--- config.mk ---
export PLATFORM = sky130hd
export DESIGN_NAME = branch_predictor_gshare
export DESIGN_NICKNAME = d
export VERILOG_FILES = /design/src/rtl/branch_predictor_gshare.sv
export SDC_FILE = /design/constraint.sdc
export NUM_CORES = 1
export LEC_CHECK = 0
export ABC_CLOCK_PERIOD_IN_PS = 8000
export BUFFER_PORTS_ARGS = -buffer_cell sky130_fd_sc_hd__buf_2
export CORE_UTILIZATION = 45
export DETAILED_ROUTE_END_ITERATION = 8
export PLACE_DENSITY = 0.67
export SKIP_LAST_GASP = 1
export SLEW_MARGIN = 5
export SYNTH_ARGS = -nofsm -noshare
export SYNTH_HDL_FRONTEND = slang
export SYNTH_SLANG_ARGS = --single-unit
--- constraint.sdc ---
create_clock -name clk -period 8 [get_ports clk]
set_clock_uncertainty 0.1 [all_clocks]
set_input_delay 1.2 -clock clk [delete_from_list [all_inputs] [get_ports clk]]
set_output_delay 1.2 -clock clk [all_outputs]
set_load 0.02 [all_outputs]
--- src/rtl/branch_predictor_gshare.sv ---
`default_nettype none
// ============================================================================
// Module      : branch_predictor_gshare
// Description : 2-bit saturating-counter branch predictor, bimodal or gshare
//               indexed, with a speculative GHR and commit-time accuracy counts.
// Revision    : 1.0 - initial release
// ============================================================================
module branch_predictor_gshare #(
  parameter int         XLEN          = 32,
  parameter int         BP_SIZE_WIDTH = 6,
  parameter int         HIST_LEN      = 6,
  parameter int         IDX_LSB       = 1,
  parameter int         MODE          = 1,
  parameter logic [1:0] CTR_INIT      = 2'b01
) (
  input  logic                clk,
  input  logic                rst_n,
  input  logic                fet_valid,
  input  logic [XLEN-1:0]     fet_pc,
  output logic                bp_pred,
  output logic [HIST_LEN-1:0] bp_ghr,
  input  logic                rob_bp_enable,
  input  logic [XLEN-1:0]     rob_bp_inst_addr,
  input  logic [HIST_LEN-1:0] rob_bp_ghr,
  input  logic                rob_bp_jump,
  input  logic                rob_bp_correct,
  output logic [XLEN-1:0]     bp_correct_cnt,
  output logic [XLEN-1:0]     bp_total_cnt
);

  localparam int ENTRIES = 1 << BP_SIZE_WIDTH;

  logic [1:0]               table_q [ENTRIES];
  logic [1:0]               table_d [ENTRIES];
  logic [HIST_LEN-1:0]      ghr_q, ghr_d;
  logic [XLEN-1:0]          total_q, total_d;
  logic [XLEN-1:0]          correct_q, correct_d;

  logic [BP_SIZE_WIDTH-1:0] fhist, uhist;
  logic [BP_SIZE_WIDTH-1:0] fidx, uidx;
  logic [1:0]               ctr;

  // Only the index window of each PC is consumed.
  logic unused_pc_bits;
  assign unused_pc_bits = ^{fet_pc, rob_bp_inst_addr};

  always_comb begin
    fhist = '0;
    uhist = '0;
    if (MODE != 0) begin
      fhist[HIST_LEN-1:0] = ghr_q;
      uhist[HIST_LEN-1:0] = rob_bp_ghr;
    end
    fidx = fet_pc[IDX_LSB +: BP_SIZE_WIDTH] ^ fhist;
    uidx = rob_bp_inst_addr[IDX_LSB +: BP_SIZE_WIDTH] ^ uhist;
  end

  // Reads the registered table, so a same-cycle update is not yet visible.
  assign bp_pred        = table_q[fidx][1];
  assign bp_ghr         = ghr_q;
  assign bp_correct_cnt = correct_q;
  assign bp_total_cnt   = total_q;

  always_comb begin
    table_d   = table_q;
    ctr       = table_q[uidx];
    total_d   = total_q;
    correct_d = correct_q;
    if (rob_bp_enable) begin
      if (rob_bp_jump) begin
        if (ctr != 2'b11) table_d[uidx] = ctr + 2'b01;
      end else begin
        if (ctr != 2'b00) table_d[uidx] = ctr - 2'b01;
      end
      if (total_q != '1) total_d = total_q + XLEN'(1);
      if (rob_bp_correct && (correct_q != '1)) correct_d = correct_q + XLEN'(1);
    end
  end

  // Mispredict repair takes priority: the fetch stream is being flushed.
  always_comb begin
    ghr_d = ghr_q;
    if (rob_bp_enable && !rob_bp_correct) begin
      ghr_d = HIST_LEN'(rob_bp_ghr << 1) | HIST_LEN'(rob_bp_jump);
    end else if (fet_valid) begin
      ghr_d = HIST_LEN'(ghr_q << 1) | HIST_LEN'(bp_pred);
    end
  end

  always_ff @(posedge clk or negedge rst_n) begin
    if (!rst_n) begin
      for (int i = 0; i < ENTRIES; i++) table_q[i] <= CTR_INIT;
      ghr_q     <= '0;
      total_q   <= '0;
      correct_q <= '0;
    end else begin
      table_q   <= table_d;
      ghr_q     <= ghr_d;
      total_q   <= total_d;
      correct_q <= correct_d;
    end
  end

endmodule
`default_nettype wire
==> reports/metrics.yaml, run 1 <==
run_status:
  status: "complete, no violations"
global_route:
  grt_overflow: 0
  grt_pass1_vias: 7086
  gr-usage-all-layers: 0.2334
  grt_max_degree: 85
  antenna_found_initial: 0
  grt_pass1_wl_um: 40080
synth:
  yosysWarnings: 0
  synth_flop_cell: "dfrtp_1"
  synth.largest_area_cell: "dfrtp_1"
  post-synth-top-area-fraction: 0.3342
  synth-simple-area-share: 0.1307
  synthMuxAreaShare: 0.1962
  synth_area_um2: 10030
  synth_compound_area_frac: 0.07259
  ys_ff_latch: 198
  yosys-top-cells-area: "dfrtp_1 33%, dfstp_2 17%, mux2_2 15%, xnor2_1 3.9%, mux4_1 3.7%"
  synthAdderAreaFrac: 0.004989
  synth_top_family_by_area: "multiplexers"
  ys_async_sr_fraction: 1.000
  synth_cell_types: 50
  synth.avg_cell_area_um2: 11.99
  synthXorXnorAreaFrac: 0.07296
  syn_inst: 837
  seq_area_frac_synth: 0.5019
  synthesis.nets: 917
  synth-edff-count: 0
die:
  io_pins: 147
  rows: 54
  die-area_um2: 22890
  die_h_um: 151.3
  initial_core_util: 0.4597
  core_area_um2: 21820
  fp.dieW_um: 151.3
setup_path:
  reg2regPathDepth: 12
  cp_slowest_cell: "xnor2_1"
  start_kind: "input pin"
  reg2reg_to: "table_q[99]"
  critPathKind: "in -> reg"
  crit_path_end_kind: "register"
  r2r_slack_ns: 4.18
  slowest_delay_ns: 0.94
  path_cells: "buf_2, xnor2_1, nand3_1, o22ai_1, nor4_1, o22a_1, nand4_1, buf_4, inv_1, ha_1, mux2i_1, and2_1, nand2_1, nor2_1, mux2_2"
  cp_max_fo: 26
  required_ns: 8.22
  cp.arrival_ns: 6.00
pwr:
  max-vdd-ir-drop_mv: 0.1693
  powerDensity_nw_per_um2: 286.5
  p_leak_nw: 5.057
route:
  routedWlPerCell_um: 20.78
  drtIter0Drc: 539
  viasPerCell: 5.915
  drt_wl_total_um: 25470
  vias: 7252
  final_antenna_net_count: 0
  drc: 0
  drt_pass1_iterations: 5
cells_and_area:
  antennaDiodeCount: 0
  stdcell_area_um2: 11360
  drive_above_1_share: 0.3689
  num-fill-cells: 1953
  layout_commonest_cell: "dfrtp_1"
  nNetsFinal: 1013
  final_cell_mix: "134 x dfrtp_1, 130 x mux2_2, 94 x nor2_1, 93 x buf_2, 64 x dfstp_2"
  area_growth_pct: 13.22
clock_network:
  cts.sinks: 198
  clkTransAtPathRegs_ns: 0.08
  postCtsSetupBuffers: 0
  numCtsBuffers: 17
  clk_latency_ns: 0.44
  h-tree-depth: 4
  cts.path.max_buffers: 2
  holdBufCountCts: 0
  cts_resized: 0
  cts_tree: "yes"
  clockRootBuffer: "clkbuf_16"
worst_hold_path:
  hp-class: "reg -> reg"
  hold_depth: 1
  min_from: "bp_correct_cnt[24]"
  hold_end: "bp_correct_cnt[24]"
timing:
  fin_crit_sh: 0.7229
  final_hold_viol_count: 0
  period_needed_ns: 5.783
  slew_viol_final: 0
  setup_viol: 0
  rsz0062_at_grt: "no"
  max_freq_mhz: 172.9
  max_slew_margin: 0.1815
  worstMarginPinSlew_ns: 1.219
  tns_ns: 0
place:
  gp_congestion: 0.8556
  portBuffers: 94
  place_area_um2: 10770
  hpwl_um: 16760
job:
  maxCapViolCount: 0
-- critical path: cells and delay by family --
family / cells / cell delay [ns]
and+or+nand+nor: 6 / 2.05
xor gates and xnor gates: 1 / 0.94
AOI/OAI and AO/OA: 2 / 0.61
buffers and inverters: 3 / 0.50
muxes: 2 / 0.49
adders and majority gates: 1 / 0.19
-- kinds of logic (layout without fill, tap and decap cells) --
kind of cell | count (synthesis) | after routing
AND/OR/NAND/NOR | 268 | 268
buffers and inverters | 36 | 145
XOR/XNOR | 81 | 81
AO/OA/AOI/OAI | 95 | 95
adder cells (fa/ha/maj) | 4 | 4
flip-flops | 198 | 198
multiplexers | 155 | 155
-- synth_stat cells, types with 9 or more instances --
cell type / n
a22oi_1: 32
and3_1: 10
and4_1: 10
clkbuf_1: 12
dfrtp_1: 134
dfstp_2: 64
inv_1: 9
mux2_2: 130
mux4_1: 14
nand2_1: 63
nand3_1: 26
nand4_1: 15
nor2_1: 94
nor4_1: 16
o22ai_1: 22
xnor2_1: 45
xor2_1: 33
-- worst max-delay path by stage --
stage                  startpoint           to  slack [ns]
finish              rob_bp_ghr[0]  table_q[99]        2.22
global route        rob_bp_ghr[2]   table_q[3]        1.97
CTS                 rob_bp_ghr[2]   table_q[1]        2.31
detailed placement  rob_bp_ghr[2]  table_q[11]        1.91
global placement    rob_bp_ghr[0]   table_q[1]        1.97
floorplan               fet_pc[1]      bp_pred        3.68
-- cell type report --
| cell class | count | area, um2 | share of cell area |
|---|---|---|---|
| Tap cell | 280 | 350.3 | 0.03084 |
| Sequential cell | 198 | 5035 | 0.4433 |
| Multi-Input combinational cell | 603 | 4797 | 0.4223 |
| Clock buffer | 17 | 425.4 | 0.03745 |
| Inverter | 9 | 33.78 | 0.002974 |
| Clock inverter | 15 | 162.7 | 0.01432 |
| Timing Repair Buffer | 104 | 554.3 | 0.04880 |
-- power by group --
part | internal (mW) | leakage [nW] | switching, mW
combinational | 0.393 | 2.30 | 0.461
clock | 0.444 | 0.290 | 0.424
sequential | 1.32 | 2.47 | 0.210
total | 2.16 | 5.06 | 1.10
-- per-layer routing --
metal	wire length, um	GRT usage	vias to the layer above
met3	1854	0.04729	47
li1	-	-	3267
met2	11730	0.3571	299
met4	608	0.08050	0
met1	11280	0.3287	3639
met5	0	0	-
-- per-stage QoR --
stage / hold WS, ns / utilization / setup WS [ns] / cells / power [mW]
floorplan: 0.3951 / - / 3.683 / 837 / 2.107
global placement: 0.3657 / 0.4935 / 1.973 / 1194 / 2.363
detailed placement: 0.3692 / 0.4935 / 1.911 / 1194 / 2.390
CTS: 0.3842 / 0.5205 / 2.312 / 1226 / 3.261
global route: 0.4016 / 0.5205 / 1.971 / 1226 / 3.409
finish: 0.3825 / 0.5205 / 2.217 / 1226 / 3.254
Power figures use the tool's default switching activity.
==> run 2, diff against run 1 <==
--- a/config.mk
+++ b/config.mk
@@ -5,7 +5,7 @@
 export SDC_FILE = /design/constraint.sdc
 export NUM_CORES = 1
 export LEC_CHECK = 0
-export ABC_CLOCK_PERIOD_IN_PS = 8000
+export ABC_CLOCK_PERIOD_IN_PS = 5900
 export BUFFER_PORTS_ARGS = -buffer_cell sky130_fd_sc_hd__buf_2
 export CORE_UTILIZATION = 45
 export DETAILED_ROUTE_END_ITERATION = 8
==> constraint.sdc (replaced) <==
create_clock -name clk -period 5.9 [get_ports clk]
set_clock_uncertainty 0.1 [all_clocks]
set_input_delay 0.885 -clock clk [delete_from_list [all_inputs] [get_ports clk]]
set_output_delay 0.885 -clock clk [all_outputs]
set_load 0.02 [all_outputs]
==> run 2 against run 1 <==
  * Clock-buffer cell count grew 3
  * Global-route usage fell by 0.30 points
  * Clock power grew 29%
  * Power grew 34%
  * Largest power group unchanged
  * Setup slack worse by 1.1 ns
  * First-iteration DRC count fell by 21%
  * Sequential power grew 36%
  * Register-to-register slack lost 2.1 ns
  * Wire length rose by 0.32%
  * Hold slack worse by 0.0044 ns
==> reports/metrics.yaml, run 2 (synthesis gave the netlist of run 1 again) <==
run_status:
  status: "complete, no violations"
die:
  die-area_um2: 22890  # unchanged
  die_h_um: 151.3  # unchanged
  io_pins: 147  # unchanged
  rows: 54  # unchanged
  initial_core_util: 0.4597  # unchanged
  core_area_um2: 21820  # unchanged
  fp.dieW_um: 151.3  # unchanged
timing:
  final_hold_viol_count: 0  # unchanged
  tns_ns: 0  # unchanged
  finalWorstSetupSlack_ns: 1.145  # -1.071 ns
  setup_viol: 0  # unchanged
  max_slew_margin: 0.1575  # -0.02393
  rsz0062_at_grt: "no"
  worstMarginPinSlew_ns: 1.258  # +0.03846 ns
  slew_viol_final: 0  # unchanged
  fin_crit_sh: 0.8059
  period_needed_ns: 4.755
  max_freq_mhz: 210.3
setup_path:
  slowest_delay_ns: 0.98  # +0.04 ns
  path_delay_family: "simple AND/OR/NAND/NOR gates"
  cp.arrival_ns: 5.03  # -0.97 ns
  required_ns: 6.17  # -2.05 ns
  start_kind: "input pin"
  cp_num_buf_inv: 3  # unchanged
  cp_common_cell: "buf_4"
  cp_max_fo: 37  # +42%
  cp_slowest_cell: "xnor2_2"
  path_cells: "buf_2, xor2_1, buf_4, nand3_1, o22ai_1, nor4_1, o22a_1, nand4_1, ha_1, xnor2_2, buf_4, mux2_2"
  critPathKind: "in -> reg"
  crit_path_end_kind: "register"
clock_network:
  clk_latency_ns: 0.43  # about the same
  cts_tree: "yes"
  cts.path.max_buffers: 2  # unchanged
  numCtsBuffers: 17  # unchanged
  cts_resized: 0  # unchanged
  h-tree-depth: 4  # unchanged
  postCtsSetupBuffers: 0  # unchanged
  clkTransAtPathRegs_ns: 0.08  # about the same
  cts.sinks: 198  # unchanged
  holdBufCountCts: 0  # unchanged
  clockRootBuffer: "clkbuf_16"
place:
  pre_cts_ws_ns: 0.8733  # -1.037 ns
  portBuffers: 94  # unchanged
  hpwl_um: 16760  # about the same
  gp_congestion: 0.8989  # +5.1%
pwr:
  p_leak_nw: 5.066  # +0.18%
  power_mw: 4.375  # +34%
  powerDensity_nw_per_um2: 384.8  # +34%
  max-vdd-ir-drop_mv: 0.2073  # +22%
cells_and_area:
  drive_above_1_share: 0.3708  # +0.001877
  postLayoutCoreUtil: 0.5210  # +0.0005730
  antennaDiodeCount: 0  # unchanged
  num-fill-cells: 1940  # -0.67%
  nNetsFinal: 1019  # +0.59%
  layout_commonest_cell: "dfrtp_1"
  final_cell_mix: "134 x dfrtp_1, 130 x mux2_2, 94 x nor2_1, 93 x buf_2, 64 x dfstp_2"
  area_growth_pct: 13.34
route:
  viasPerCell: 5.894  # -0.36%
  drc: 0  # unchanged
  drtIter0Drc: 424  # -21%
  vias: 7261  # +0.12%
  drt_wl_total_um: 25560  # +0.32%
  final_antenna_net_count: 0  # unchanged
  routedWlPerCell_um: 20.74  # -0.17%
  drt_pass1_iterations: 7  # +2
job:
  maxCapViolCount: 0  # unchanged
global_route:
  grt_overflow: 0  # unchanged
  antenna_found_initial: 0  # unchanged
  gr-usage-all-layers: 0.2304  # -0.003006
  grt_max_degree: 91  # +7.1%
  grt_pass1_vias: 7084  # -0.028%
  grt_pass1_wl_um: 39680  # -1.0%
worst_hold_path:
  hp-class: "reg -> reg"
-- run 2: cell count changes in the layout (fill, tap and decap cells not counted) --
cell        change
clkinvlp_4      +1
buf_4           +6
clkbuf_8        +1
bufinv_16       -1
inv_8           +1
clkinv_8        -2
clkinv_2        -2
clkbuf_1        +2
-- run 2: metrics by stage --
stage,instance area [um2],cells,hold WS [ns]
2_1_floorplan,10030,837,0.3951
4_1_cts,11370,1232,0.3847
3_5_place_dp,10820,1200,0.3736
3_3_place_gp,10820,1200,0.3660
6_report,11370,1232,0.3781
5_1_grt,11370,1232,0.4131
-- run 2: worst paths after layout --
path | from | end | cells after the start | slack (ns)
worst max-delay path | rob_bp_ghr[2] | table_q[51] | 12 | 1.15
worst max register to register | register | table_q[51] | 9 | 2.07
worst min register to register | bp_correct_cnt[24] | bp_correct_cnt[24] | 1 | 0.38
max in group asynchronous | rst_n | table_q[87] | 2 | 4.07
worst min-delay path | bp_correct_cnt[24] | bp_correct_cnt[24] | 1 | 0.38
min in group asynchronous | rst_n | table_q[35] | 1 | 0.40
-- run 2: cell type report --
class | instances | area [um2] | share of cell area
timing repair buffer | 110 | 599.3 | 0.05271
clock inverter | 12 | 108.9 | 0.009573
inverter | 9 | 33.78 | 0.002971
sequential | 198 | 5035 | 0.4428
clock buffer | 20 | 446.7 | 0.03928
tap | 280 | 350.3 | 0.03081
multi-input combinational | 603 | 4797 | 0.4219
-- run 2: layer usage --
metal / global-route usage / wire length, um
met3: 0.05422 / 2093
met5: 0 / 0
met2: 0.3511 / 11580
met4: 0.08300 / 798
met1: 0.3193 / 11090
-- run 2: power by group --
group          switching (mW)  internal [mW]
sequential              0.285           1.79
clock                   0.555          0.569
combinational           0.636          0.539
total                    1.48           2.90
==> run 3, diff against run 2 <==
--- a/config.mk
+++ b/config.mk
@@ -5,11 +5,12 @@
 export SDC_FILE = /design/constraint.sdc
 export NUM_CORES = 1
 export LEC_CHECK = 0
-export ABC_CLOCK_PERIOD_IN_PS = 5900
+export ABC_AREA = 1
+export ABC_CLOCK_PERIOD_IN_PS = 4750
 export BUFFER_PORTS_ARGS = -buffer_cell sky130_fd_sc_hd__buf_2
 export CORE_UTILIZATION = 45
 export DETAILED_ROUTE_END_ITERATION = 8
-export PLACE_DENSITY = 0.67
+export PLACE_DENSITY = 0.66
 export SKIP_LAST_GASP = 1
 export SLEW_MARGIN = 5
 export SYNTH_ARGS = -nofsm -noshare
==> constraint.sdc (replaced) <==
create_clock -name clk -period 4.75 [get_ports clk]
set_clock_uncertainty 0.1 [all_clocks]
set_input_delay 0.7125 -clock clk [delete_from_list [all_inputs] [get_ports clk]]
set_output_delay 0.7125 -clock clk [all_outputs]
set_load 0.02 [all_outputs]
==> run 3 against run 2 <==
  * Clock power grew 29%
  * Sequential share of layout area shrank 6.1 points
  * Setup slack lost 0.33 ns
  * Final cell count is 74% higher
  * Clock-buffer cell count is 3 lower
  * Largest power group unchanged
  * Highest routed layer unchanged
==> reports/metrics.yaml, run 3 <==
run_status:
  status: "complete, no violations"
route:
  drt_pass1_iterations: 6  # -1
  drc: 0  # unchanged
  viasPerCell: 5.156  # -13%
  top_layer: "met4"
  drt-met1-wl_um: 14410  # +30%
  vias: 11080  # +53%
  drtIter0Drc: 783  # +85%
  routed-wl-met3_um: 2370  # +13%
  final_antenna_net_count: 0  # unchanged
  drt_wl_total_um: 32460  # +27%
  routedWlPerCell_um: 15.11  # -27%
  met2WireLength_um: 14950  # +29%
clock_network:
  cts_resized: 0  # unchanged
  numCtsBuffers: 17  # unchanged
  postCtsSetupBuffers: 0  # unchanged
  clk_latency_ns: 0.45  # +0.02 ns
  clkTransAtPathRegs_ns: 0.08  # about the same
  cts.sinks: 198  # unchanged
  h-tree-depth: 4  # unchanged
  clockRootBuffer: "clkbuf_16"
  cts_tree: "yes"
  cts.path.max_buffers: 2  # unchanged
  holdBufCountCts: 0  # unchanged
timing:
  hold_ws_ns: 0.1578  # -0.2204 ns
  final_hold_viol_count: 0  # unchanged
  fin_crit_sh: 0.8284
  finalWorstSetupSlack_ns: 0.8153  # -0.3300 ns
  tns_ns: 0  # unchanged
  max_freq_mhz: 254.1
  setup_viol: 0  # unchanged
  slew_viol_final: 0  # unchanged
  worstMarginPinSlew_ns: 0.8953  # -0.3622 ns
  period_needed_ns: 3.935
  rsz0062_at_grt: "no"
  max_slew_margin: 0.3988  # +0.2413
setup_path:
  required_ns: 4.95  # -1.22 ns
  slowest_delay_ns: 0.31  # -0.67 ns
  path_delay_family: "simple AND/OR/NAND/NOR gates"
  cp_slowest_cell: "nand2_4"
  crit_path_end_kind: "register"
  r2r_slack_ns: 1.48  # -0.59 ns
  cp_max_fo: 51  # +38%
  cp_num_buf_inv: 9  # +6
  critPathLaunch: "rob_bp_ghr[0]"
  cp_common_cell: "nand2_1"
  start_kind: "input pin"
  critPathKind: "in -> reg"
  cp.arrival_ns: 4.14  # -0.89 ns
synth:
  synth-simple-area-share: 0.3457  # +0.2150
  synth.largest_area_cell: "dfrtp_1"
  synth_compound_area_frac: 0.06826  # -0.004323
  synthXorXnorAreaFrac: 0.05353  # -0.01943
  synth.most_common_cell: "nand2_1"
  synthesis.nets: 1801  # +96%
  ys_ff_latch: 198  # unchanged
  synth-edff-count: 0  # unchanged
  yosys-top-cells-area: "dfrtp_1 28%, nand2_1 21%, dfstp_2 14%, inv_1 7.5%, o21ai_0 5.4%"
  yosysWarnings: 0  # unchanged
  ys_async_sr_fraction: 1.000  # unchanged
  synthMuxAreaShare: 0  # -0.1962
  synth_common_cells: "676 x nand2_1, 235 x inv_1, 153 x nor2_1"
  post-synth-top-area-fraction: 0.2841  # -0.05017
  synth_flop_cell: "dfrtp_1"
  synth.avg_cell_area_um2: 6.859  # -43%
  synth_area_um2: 11800  # +18%
  synth_top_family_by_area: "simple AND/OR/NAND/NOR gates"
  syn_inst: 1721  # +110%
  synthAdderAreaFrac: 0.004240  # -0.0007488
  seq_area_frac_synth: 0.4265  # -0.07533
  synth_cell_types: 32  # -36%
die:
  core_area_um2: 25470  # +17%
  initial_core_util: 0.4634  # +0.003710
  die-area_um2: 26880  # +17%
  fp.dieW_um: 164.0  # +8.4%
  io_pins: 147  # unchanged
  rows: 58  # +7.4%
  die_h_um: 164.0  # +8.4%
pwr:
  swShare: 0.3891  # +0.05181
  p_switching_mw: 2.138  # +45%
  p_clk_frac: 0.263  # +0.006
  p_leak_nw: 6.375  # +26%
  p_seq_frac: 0.439  # -0.036
  power_mw: 5.493  # +26%
  powerDensity_nw_per_um2: 416.6  # +8.3%
  max-vdd-ir-drop_mv: 0.3281  # +58%
  p_int_mw: 3.356  # +16%
  pwr-share-comb: 0.298  # +0.029
cells_and_area:
  drive_above_1_share: 0.1249  # -0.2459
  instances_no_fill: 2148  # +74%
  postLayoutCoreUtil: 0.5177  # -0.003308
  nNetsFinal: 1885  # +85%
  layout_commonest_cell: "nand2_1"
  area_growth_pct: 11.72
  num-fill-cells: 2471  # +27%
  antennaDiodeCount: 0  # unchanged
  final_cell_mix: "675 x nand2_1, 235 x inv_1, 153 x nor2_1, 134 x dfrtp_1, 128 x o21ai_0"
  stdcell_area_um2: 13190  # +16%
place:
  hpwl_um: 21710  # +29%
  pre_cts_ws_ns: 0.4008  # -0.4725 ns
  gp_congestion: 0.9559  # +6.3%
  dp_cells: 2116  # +76%
  portBuffers: 94  # unchanged
  place_area_um2: 12600  # +17%
global_route:
  grt_pass1_vias: 10550  # +49%
  antenna_found_initial: 0  # unchanged
  grt_pass1_wl_um: 53370  # +35%
  gr-usage-all-layers: 0.2544  # +0.02407
  grt_overflow: 0  # unchanged
  grt_max_degree: 87  # -4.4%
worst_hold_path:
  hp-class: "in -> async"
job:
  maxCapViolCount: 0  # unchanged
run 3: cell count changes in the layout (fill, tap and decap cells not counted), moves of 13 or more:
cell,delta
o21ai_0,+121
mux4_1,-14
o22ai_1,-21
xnor2_1,-24
a21oi_1,+13
inv_1,+226
nor3_1,+20
nand2_1,+612
nand3_1,+76
xor2_1,+15
nor2_1,+59
mux2_2,-130
a22oi_1,-32
o21ai_1,+16
run 3: cell type report:
type,instances,area (um2),share of cell area
Multi-Input combinational cell,1234,5594,0.4242
Sequential cell,198,5035,0.3818
Inverter,239,897.1,0.06803
Timing Repair Buffer,115,661.9,0.05019
Clock buffer,17,425.4,0.03226
Tap cell,330,412.9,0.03131
Clock inverter,15,161.4,0.01224
run 3: path summary, 6_finish.rpt:
path	to	cells after the start
setup / recovery	table_q[99]	28
hold / removal	table_q[109]	1
setup reg to reg	table_q[99]	23
hold reg to reg	register	2
max in group asynchronous	async pin	2
min in group clk	register	2
run 3: worst reg2reg max path: cells and delay by family, from the launching register on:
kind	cells	cell delay (ns)
AO/OA/AOI/OAI	2	0.15
adder cells (fa/ha/maj)	1	0.27
buffers and inverters	6	0.70
flip-flops	1	0.53
AND/OR/NAND/NOR	14	1.38
run 3: layer usage:
layer / GRT usage / up-vias
met5: 0 / -
met2: 0.4164 / 395
li1: - / 5475
met1: 0.3406 / 5152
met4: 0.08712 / 0
met3: 0.04192 / 53
run 3: cells by family (layout without fill, tap and decap cells):
kind of cell               Yosys count  count (layout)
AOI/OAI and AO/OA                  160             160
adders and majority gates            4               4
xor gates and xnor gates            70              70
DFF                                198             198
and+or+nand+nor                   1000            1000
buffers and inverters              289             386
run 3: power groups by stage:
stage          combinational, mW  clock [mW]  sequential, mW
4_1_cts                     1.63        1.48            2.41
3_3_place_gp                1.59           0            2.42
5_1_grt                     1.86        1.53            2.46
2_1_floorplan               1.07           0            2.44
6_report                    1.63        1.45            2.41
3_5_place_dp                1.62           0            2.43
